--- src/rtl/vend_credit_fsm.sv ---
// Coin-accumulation and vend controller: edge-detects coins/cancel, tracks credit in
// nickel units, then sequences the dispense pulse and nickel-by-nickel change return.
//
// state  | meaning
// IDLE   | no credit held
// ACCUM  | 0 < credit < PRICE, waiting for more coins or cancel
// VEND   | dispense held high while the vend timer counts down
// CHANGE | returning change_cnt nickels, one pulse every other cycle
module vend_credit_fsm #(
    parameter int PRICE       = 8,
    parameter int VEND_CYCLES = 4
) (
    input  logic       clk,
    input  logic       reset,
    input  logic       coin_n,
    input  logic       coin_d,
    input  logic       coin_q,
    input  logic       cancel,
    output logic [3:0] credit,
    output logic       dispense,
    output logic       change_nickel,
    output logic       coin_reject,
    output logic       busy
);

    typedef enum logic [1:0] {IDLE, ACCUM, VEND, CHANGE} state_t;

    localparam logic [3:0] PRICE_C = 4'(PRICE);
    localparam logic [4:0] PRICE_W = 5'(PRICE);
    localparam logic [3:0] VEND_C  = 4'(VEND_CYCLES);

    state_t     state, state_nxt;
    logic       prev_n, prev_d, prev_q, prev_c;
    logic [2:0] change_cnt, change_cnt_nxt;
    logic [3:0] timer, timer_nxt;
    logic [3:0] credit_nxt;
    logic       dispense_nxt, change_nickel_nxt, coin_reject_nxt, busy_nxt;

    logic       ev_n, ev_d, ev_q, ev_c;
    logic [1:0] n_ev;
    logic [2:0] coin_val;
    logic [4:0] sum;

    assign ev_n     = coin_n & ~prev_n;
    assign ev_d     = coin_d & ~prev_d;
    assign ev_q     = coin_q & ~prev_q;
    assign ev_c     = cancel & ~prev_c;
    assign n_ev     = 2'(ev_n) + 2'(ev_d) + 2'(ev_q);
    assign coin_val = ev_q ? 3'd5 : (ev_d ? 3'd2 : (ev_n ? 3'd1 : 3'd0));
    assign sum      = {1'b0, credit} + {2'b00, coin_val};

    always_ff @(posedge clk) begin
        if (reset) begin
            state         <= IDLE;
            credit        <= '0;
            change_cnt    <= '0;
            timer         <= '0;
            dispense      <= 1'b0;
            change_nickel <= 1'b0;
            coin_reject   <= 1'b0;
            busy          <= 1'b0;
            prev_n        <= 1'b0;
            prev_d        <= 1'b0;
            prev_q        <= 1'b0;
            prev_c        <= 1'b0;
        end else begin
            state         <= state_nxt;
            credit        <= credit_nxt;
            change_cnt    <= change_cnt_nxt;
            timer         <= timer_nxt;
            dispense      <= dispense_nxt;
            change_nickel <= change_nickel_nxt;
            coin_reject   <= coin_reject_nxt;
            busy          <= busy_nxt;
            prev_n        <= coin_n;
            prev_d        <= coin_d;
            prev_q        <= coin_q;
            prev_c        <= cancel;
        end
    end

    always_comb begin
        state_nxt         = state;
        credit_nxt        = credit;
        change_cnt_nxt    = change_cnt;
        timer_nxt         = timer;
        dispense_nxt      = dispense;
        change_nickel_nxt = 1'b0;
        coin_reject_nxt   = 1'b0;
        busy_nxt          = busy;

        case (state)
            IDLE, ACCUM: begin
                dispense_nxt = 1'b0;
                busy_nxt     = 1'b0;
                if (ev_c) begin
                    coin_reject_nxt = (n_ev != 2'd0);
                    if (credit != 4'd0) begin
                        // credit < PRICE <= 8 here, so it fits the 3-bit change count
                        change_cnt_nxt = credit[2:0];
                        credit_nxt     = '0;
                        busy_nxt       = 1'b1;
                        state_nxt      = CHANGE;
                    end
                end else if (n_ev > 2'd1) begin
                    coin_reject_nxt = 1'b1;
                end else if (n_ev == 2'd1) begin
                    if (sum < PRICE_W) begin
                        credit_nxt = sum[3:0];
                        state_nxt  = ACCUM;
                    end else begin
                        credit_nxt     = PRICE_C;
                        change_cnt_nxt = 3'(sum - PRICE_W);
                        timer_nxt      = VEND_C;
                        dispense_nxt   = 1'b1;
                        busy_nxt       = 1'b1;
                        state_nxt      = VEND;
                    end
                end
            end

            VEND: begin
                coin_reject_nxt = (n_ev != 2'd0);
                if (timer <= 4'd1) begin
                    timer_nxt    = '0;
                    credit_nxt   = '0;
                    dispense_nxt = 1'b0;
                    if (change_cnt != 3'd0) begin
                        state_nxt = CHANGE;
                    end else begin
                        busy_nxt  = 1'b0;
                        state_nxt = IDLE;
                    end
                end else begin
                    timer_nxt = timer - 4'd1;
                end
            end

            CHANGE: begin
                coin_reject_nxt = (n_ev != 2'd0);
                credit_nxt      = '0;
                // change_nickel doubles as the high/low phase of the pulse train
                if (!change_nickel) begin
                    if (change_cnt != 3'd0) begin
                        change_nickel_nxt = 1'b1;
                        change_cnt_nxt    = change_cnt - 3'd1;
                    end else begin
                        busy_nxt  = 1'b0;
                        state_nxt = IDLE;
                    end
                end
            end

            default: state_nxt = IDLE;
        endcase
    end

endmodule
--- config.mk ---
export PLATFORM = sky130hd
export DESIGN_NAME = vend_credit_fsm
export DESIGN_NICKNAME = d
export VERILOG_FILES = /design/src/rtl/vend_credit_fsm.sv
export SDC_FILE = /design/constraint.sdc
export NUM_CORES = 1
export LEC_CHECK = 0
export BUFFER_PORTS_ARGS = -buffer_cell sky130_fd_sc_hd__buf_2
export CAP_MARGIN = 20
export CORE_AREA = 2 2 57 59
export CTS_BUF_LIST = sky130_fd_sc_hd__clkbuf_4 sky130_fd_sc_hd__clkbuf_8
export DETAILED_ROUTE_END_ITERATION = 6
export DIE_AREA = 0 0 59 61
export PLACE_DENSITY = 0.75
export SLEW_MARGIN = 15
export SYNTH_ARGS = -nofsm -noshare
export SYNTH_HDL_FRONTEND = slang
export SYNTH_SLANG_ARGS = --single-unit
--- constraint.sdc ---
create_clock -name clk -period 2.24 [get_ports clk]
set_input_delay 0.224 -clock clk [delete_from_list [all_inputs] [get_ports clk]]
set_output_delay 0.224 -clock clk [all_outputs]
set_load 0.005 [all_outputs]
# After elaboration in Yosys (flattened, before gate mapping)
# Index checks and enable logic that the tools add are counted.
# totals
regBits,21
input_bits,6
out_inout_bits,8
word_cells,111
# classes
n_addsub,6
order_cmp,3
n_eq_ne,16
n_mux,50
n_bitwise,9
reduce_logical,15
# ops
op,n
$mux W4,11
$mux W3,8
$mux W2,10
$ne A2 B2 Y1 const B,8
$mux W1,14
$ne A3 B3 Y1 const B,4
$pmux W4 S3,1
$pmux W4 S2,1
$reduce_and A7 Y1,1
$pmux W2 S3,1
$pmux W3 S2,1
$reduce_and A6 Y1,1
$reduce_bool A2 Y1,3
$sub A3 B1 Y3 const B,2
$add A4 B3 Y5,1
$lt A5 B4 Y1 const B,1
$not A1 Y1,5
$reduce_and A5 Y1,1
$and A1 B1 Y1,4
$eq A2 B1 Y1 const B,2
$eq A2 B2 Y1 const B,2
$le A4 B1 Y1 const B,1
$pmux W1 S2,2
$reduce_and A2 Y1,2
other kinds (11),12

# Logic depth before layout (Yosys ltp)
# Gate-level depths: netlist of run 1.
# depth
ltp_word,12
depth_mapped,11
mapped_depth_nobuf,11

# Least setup slack after synthesis of run 1
# OpenSTA, ideal clock, no wires.
# synth_path
kind,input to register
startpoint,input port coin_d
endpoint,register timer[0]
setup_time_ns,0.116
arrival_time_ns,2.047
required_time_ns,2.124
path_slack_ns,0.077
cell_stages,11
path_buffers,1
path_cell_list,nor2b_1 -> nand2b_1 -> nand2_1 -> ha_1 -> inv_1 -> fa_1 -> nand4_2 -> a21oi_2 -> or3_1 -> buf_2 -> a41o_1
# synth_between
elab_chain_len,7
elab_cells_between_ends,13
classes_between,add/sub: 3; order compare: 2; eq/ne: 4; mux: 2; bitwise: 1; reduce/logical: 1
# synth_rtl
element,line,text
"start, declared",16,"input logic coin_d,"
$and A1 B1 Y1 *,45,assign ev_d = coin_d & ~prev_d;
$mux W2,49,assign coin_val = ev_q ? 3'd5 : (ev_d ? 3'd2 : (ev_n ? 3'd1 : 3'd0));
$mux W3,49,
$add A4 B3 Y5,50,"assign sum = {1'b0, credit} + {2'b00, coin_val};"
$lt A5 B4 Y1,108,if (sum < PRICE_W) begin
$ne A2 B2 Y1 (no source line),-,
$reduce_and A5 Y1 (no source line) *,-,
"end signal, assigned",70,timer <= timer_nxt;
"end, declared",35,"logic [3:0] timer, timer_nxt;"
# Every way passes the cells marked *; elsewhere a longest branch is shown, timed or not.
# A chain may end at the register's enable or synchronous reset.

# Worst setup path after layout of run 1
# layout_path
startpoint,register prev_d
endpoint,register credit[0]
# layout_between
elab_chain_len,11
elab_cells_between_ends,18
classes_between,add/sub: 3; order compare: 2; eq/ne: 3; mux: 7; bitwise: 2; reduce/logical: 1
# layout_rtl
element,line,text
"start, declared",33,"logic prev_n, prev_d, prev_q, prev_c;"
"start signal, assigned",76,prev_d <= coin_d;
$not A1 Y1 *,45,
$and A1 B1 Y1 *,45,
$mux W2,49,
$mux W3,49,
$add A4 B3 Y5,50,
$lt A5 B4 Y1,108,
$mux W4,108,
$mux W4,107,end else if (n_ev == 2'd1) begin
$mux W4,105,end else if (n_ev > 2'd1) begin
$mux W4,96,if (ev_c) begin
$pmux W4 S3,92,case (state)
"end signal, assigned",68,credit <= credit_nxt;
"end, declared",19,"output logic [3:0] credit,"
# Every way passes the cells marked *; elsewhere a longest branch is shown, timed or not. The select of a mux whose other input is x is not followed.

==> results.toml, run 1 <==
[run_status]
status = "finished, final reports clean"

[floorplanning]
coreArea_um2 = 2950
row_count = 20
dieArea_um2 = 3600
start_util_pct = 43.5
die_w_um = 59
die_h_um = 61
ios = 14

[power]
p_total_mw = 0.853
power.leakage_nw = 0.608
power_density_nw_per_um2 = 577
irDropWorstVdd_v = 0.000404

[grt]
antenna_found_initial = 0
track_usage_pct = 17.6
first_global_vias = 1134
grt_overflow = 0
grt_max_degree = 20
grt_pass1_wl_um = 4750

[synthesis]
yosys-top-cells-area = "dfxtp_1, ha_1, a21oi_1, inv_1, nand2_1"
netlist.area_leader.share_pct = 32.7
yosysTopAreaCell = "dfxtp_1"
synthArstFlopShare_pct = 0
ys_warn_count = 0
syn_area_per_cell_um2 = 9.17
synth.most_common_cell = "dfxtp_1"
syn-num-nets = 155
synth_edf_count = 0
ys_seq_area_share_pct = 32.7
post_synth_inst_count = 140
yosys-top-cells-count = "dfxtp_1, inv_1, nand2_1, a21oi_1"
ys_types = 46
ys.flop_type = "dfxtp_1"
syn_area_um2 = 1280
ys_ff_latch = 21

[worst_setup_path]
cp_max_fo = 3
max_stage_delay_ps = 400
worstSetupPathType = "reg2reg"
critPathLaunchType = "flip-flop"
arrival_ps = 2410
regToRegSetupSlack_ps = 80
cp.required_ps = 2490
crit_chain = "nor2b_2 -> nand2b_1 -> nand2_1 -> ha_2 -> inv_2 -> fa_2 -> nand4_4 -> buf_6 -> a2111oi_4 -> nand3_1 -> a21oi_1"
r2r_end = "credit[0]"
r2r_cells = 11
critPathCaptureType = "flip-flop"
r2r-start = "prev_d"
slowest_stage = "a2111oi_4"

[sta]
slew_violations = 0
slew_headroom_pct = 65.1
hold_viol = 0
clock_skew_ps = 2.27
tightest_slew_ps = 521
final.min_clock_period_ps = 2160
final-setup-viol-count = 0
hold-worst-slack_ps = 122
fmax_mhz = 463
post-route-period-util_pct = 96.3

[cts]
cts_sinks = 21
cts_setup_buffers = 0
cts_tree = "built"
root_buffer = "clkbuf_4"
holdBufCountCts = 0
cts_max_level = 1
numCtsBuffers = 3
clockBufferDepth = 2
cts.clk_slew.worst_paths_ps = 120
clk_latency_ps = 320

[layout]
final_net_count = 176
final_area_um2 = 1480
area_delta_synth_final_pct = 15.2
diodes = 0
drive_gt1_share_pct = 27.5
finalNonFillerCells = 193
layout.filler_cells = 289

[detailed_routing]
firstDrtPassIters = 4
via_count = 1129
ant_nets = 0
wl_per_cell_um = 15.1
vias_per_cell = 5.85
first_iter_violations = 37
drc = 0
routed_wl_um = 2920

[place]
place_area_um2 = 1420
dp_hpwl_um = 2220
gp_congestion = 0.922
placedCellCount = 189
io_buffers = 13

[run]
maxCapViolCount = 0

[worst_hold_path]
whs_path_depth = 2
hp-start = "coin_d"
hp-class = "in2reg"
holdPathEnd = "prev_d"
routing by layer:
| layer | part of all wire (%) | GRT usage [%] | wire [um] |
|---|---|---|---|
| met1 | 42 | 20.1 | 1240 |
| met2 | 50 | 28.9 | 1450 |
| met3 | 3.9 | 3.41 | 115 |
| met4 | 3.8 | 14.0 | 112 |
| met5 | 0 | 0 | 0 |
how the worst max path moves through the flow:
stage / start / end / slack, ps / depth (start not counted)
floorplan: coin_d / timer[0] / 80 / 11
global placement: coin_d / timer[0] / 30 / 11
detailed placement: coin_d / timer[2] / -40 / 12
CTS: prev_n / timer[2] / 40 / 11
global route: prev_d / credit[0] / -7 / 11
finish: prev_d / credit[0] / 80 / 11
kinds of logic (layout without fill, tap and decap cells):
group | after synthesis | in the layout | share of synthesized area, %
buffers and inverters | 18 | 38 | 6.04
DFF | 21 | 21 | 32.7
and+or+nand+nor | 52 | 52 | 24.4
adders and majority gates | 9 | 9 | 9.94
xor gates and xnor gates | 1 | 1 | 0.682
muxes | 1 | 1 | 0.877
AOI/OAI and AO/OA | 38 | 38 | 25.3
area by class of cell:
type / instances / area (um2) / area share (%)
Sequential cell: 21 / 420 / 28.4
Clock buffer: 3 / 22.5 / 1.52
Tap cell: 33 / 41.3 / 2.79
Clock inverter: 1 / 5.00 / 0.338
Multi-Input combinational cell: 101 / 812 / 54.9
Timing Repair Buffer: 21 / 129 / 8.71
Inverter: 13 / 48.8 / 3.30
state kept, by name, indices dropped and copies added, names as in the netlist:
register,flops
dispense,1
state,2
prev_d,1
change_cnt,3
credit,4
prev_n,1
prev_c,1
timer,4
prev_q,1
coin_reject,1
busy,1
change_nickel,1
cell usage in the layout, fill, tap and decap left out, types with 2 or more instances in the layout:
cell type / count
a21o_1: 4
a21oi_1: 11
a221oi_1: 2
a41o_1: 3
buf_2: 13
buf_4: 7
clkbuf_4: 3
dfxtp_1: 21
ha_1: 6
inv_1: 12
nand2_1: 11
nand2b_1: 3
nand3_1: 5
nor2_1: 7
nor2b_1: 5
nor2b_2: 2
nor3b_1: 2
nor4_1: 3
o211ai_1: 2
o21a_1: 2
o21ai_0: 2
or3_1: 2
worst max-delay path: cells and delay by family (launching register included):
family / cells / cell delay (ps)
DFF: 1 / 330
adders and majority gates: 2 / 430
buffers and inverters: 2 / 220
AOI/OAI and AO/OA: 2 / 550
and+or+nand+nor: 5 / 580
stage by stage:
stage | TNS (ps) | worst slack (ps) | utilization (%)
2_1_floorplan | 0 | 76.6 | -
3_3_place_gp | 0 | 28.0 | 48.1
3_5_place_dp | -133 | -36.9 | 48.1
4_1_cts | 0 | 42.9 | 49.2
5_1_grt | -8.76 | -6.53 | 50.1
6_report | 0 | 82.1 | 50.1
power breakdown:
part	total, mW	leakage (nW)	internal (mW)	switching (mW)
logic	0.251	0.419	0.113	0.139
registers	0.410	0.171	0.393	0.0170
clock network	0.192	0.0177	0.0669	0.125
repair_timing:
action                     in CTS  in global routing
setup endpoints to repair       1                  9
pin swaps                       0                  5
resized for setup               1                  8
Note: power is estimated with default switching activity, not from simulation.
==> inputs of run 2 (changes only) <==
==> constraint.sdc (replaced) <==
create_clock -name clk -period 2.24 [get_ports clk]
set_input_delay 0.448 -clock clk [delete_from_list [all_inputs] [get_ports clk]]
set_output_delay 0.448 -clock clk [all_outputs]
set_load 0.005 [all_outputs]
==> results.toml, run 2 (synthesized netlist as in run 1, its figures left out) <==
[detailed_routing]
firstDrtPassIters = 5
via_count = 1142
drc = 0
wl_per_cell_um = 14.5
routed_wl_um = 2860
first_iter_violations = 40
vias_per_cell = 5.77
ant_nets = 0

[worst_setup_path]
arrival_ps = 2380
critPathLaunchType = "flip-flop"
critPathCaptureType = "flip-flop"
crit_chain = "nor2b_4 -> nand2b_1 -> nand2_1 -> ha_2 -> inv_2 -> fa_2 -> nand4_4 -> a21oi_2 -> or3_1 -> buf_4 -> a21oi_1"
max_stage_delay_ps = 370
cp_max_fo = 4
regToRegSetupSlack_ps = 100
path_buf_inv = 2
slowest_stage = "or3_1"
worstSetupPathType = "reg2reg"
cp_top_family = "simple AND/OR/NAND/NOR gates"
cp.required_ps = 2480

[cts]
holdBufCountCts = 0
cts_resized = 0
root_buffer = "clkbuf_4"
clockBufferDepth = 2
cts_max_level = 1
cts_setup_buffers = 0
clk_latency_ps = 300
cts.clk_slew.worst_paths_ps = 130
cts_sinks = 21
numCtsBuffers = 3
cts_tree = "built"

[sta]
slew_headroom_pct = 66.0
tns_ps = 0
hold_viol = 0
final.min_clock_period_ps = 2140
final-setup-viol-count = 0
post-route-period-util_pct = 95.5
tightest_slew_ps = 507
slew_violations = 0
hold-worst-slack_ps = 358
fmax_mhz = 468
rsz0062_at_grt = "false"
clock_skew_ps = 5.69

[layout]
final_util_pct = 51.9
top_regs = "credit: 4 flops, timer: 4 flops, change_cnt: 3 flops"
area_delta_synth_final_pct = 19.5
final_common_cell = "dfxtp_1"
mostFrequentLayoutCells = "dfxtp_1, buf_2, buf_4"
seq_area_um2 = 422
multi_input_comb_area_um2 = 830
final_net_count = 181
drive_gt1_share_pct = 29.7
finalNonFillerCells = 198
diodes = 0
layout.filler_cells = 272

[floorplanning]
start_util_pct = 43.5
die_h_um = 61
dieArea_um2 = 3600
ios = 14
row_count = 20
coreArea_um2 = 2950
die_w_um = 59

[power]
power_density_nw_per_um2 = 580
combPwrFrac_pct = 30.9
p_int_mw = 0.606
netSwitchingFraction_pct = 31.8
pwr-share-clk_pct = 22.8
power_switching_mw = 0.283
power.leakage_nw = 0.644
irDropWorstVdd_v = 0.000280
power.share.sequential_pct = 46.3

[grt]
track_usage_pct = 18.0
grt_overflow = 0
grt_pass1_wl_um = 4950
first_global_vias = 1102
antenna_found_initial = 0
grt_max_degree = 20

[run_status]
status = "finished, final reports clean"

[place]
dp_hpwl_um = 2180
gp_congestion = 0.842
placedCellCount = 194
io_buffers = 13

[worst_hold_path]
hp-class = "in2reg"

[run]
maxCapViolCount = 0
-- run 2: stage by stage --
| stage | power, mW | setup WS (ps) | cell area, um2 |
|---|---|---|---|
| 2_1_floorplan | 0.600 | -46.3 | 1310 |
| 3_3_place_gp | 0.675 | -114 | 1480 |
| 3_5_place_dp | 0.683 | -195 | 1480 |
| 4_1_cts | 0.882 | 57.3 | 1510 |
| 5_1_grt | 0.938 | 12.6 | 1530 |
| 6_report | 0.889 | 101 | 1530 |
-- run 2: layer usage --
| layer | global-route usage [%] | share of wire [%] | vias up |
|---|---|---|---|
| li1 | - | - | 556 |
| met4 | 11.0 | 2.7 | 0 |
| met3 | 2.56 | 4.3 | 8 |
| met2 | 29.8 | 49 | 35 |
| met1 | 22.3 | 44 | 543 |
| met5 | 0 | 0 | - |
-- run 2: layout make-up --
class	instances	share of cell area, %
tap	33	2.69
multi-input combinational	101	54.1
sequential	21	27.5
clock buffer	4	1.96
timing repair buffer	26	10.6
inverter	13	3.18
-- run 2: worst paths after layout --
kind / from / to / cells past startpoint
worst max-delay path: prev_d / timer[2] / 11
worst min-delay path: coin_n / prev_n / 2
worst max register to register: prev_d / timer[2] / 11
worst min register to register: change_cnt[0] / change_cnt[0] / 2
-- run 2: power groups by stage --
stage,Combinational (mW),Sequential (mW),Clock [mW]
after floorplan,0.181,0.419,0
after global placement,0.256,0.419,0
after detailed placement,0.263,0.421,0
after CTS,0.265,0.412,0.204
after global routing,0.301,0.415,0.222
final,0.274,0.412,0.203
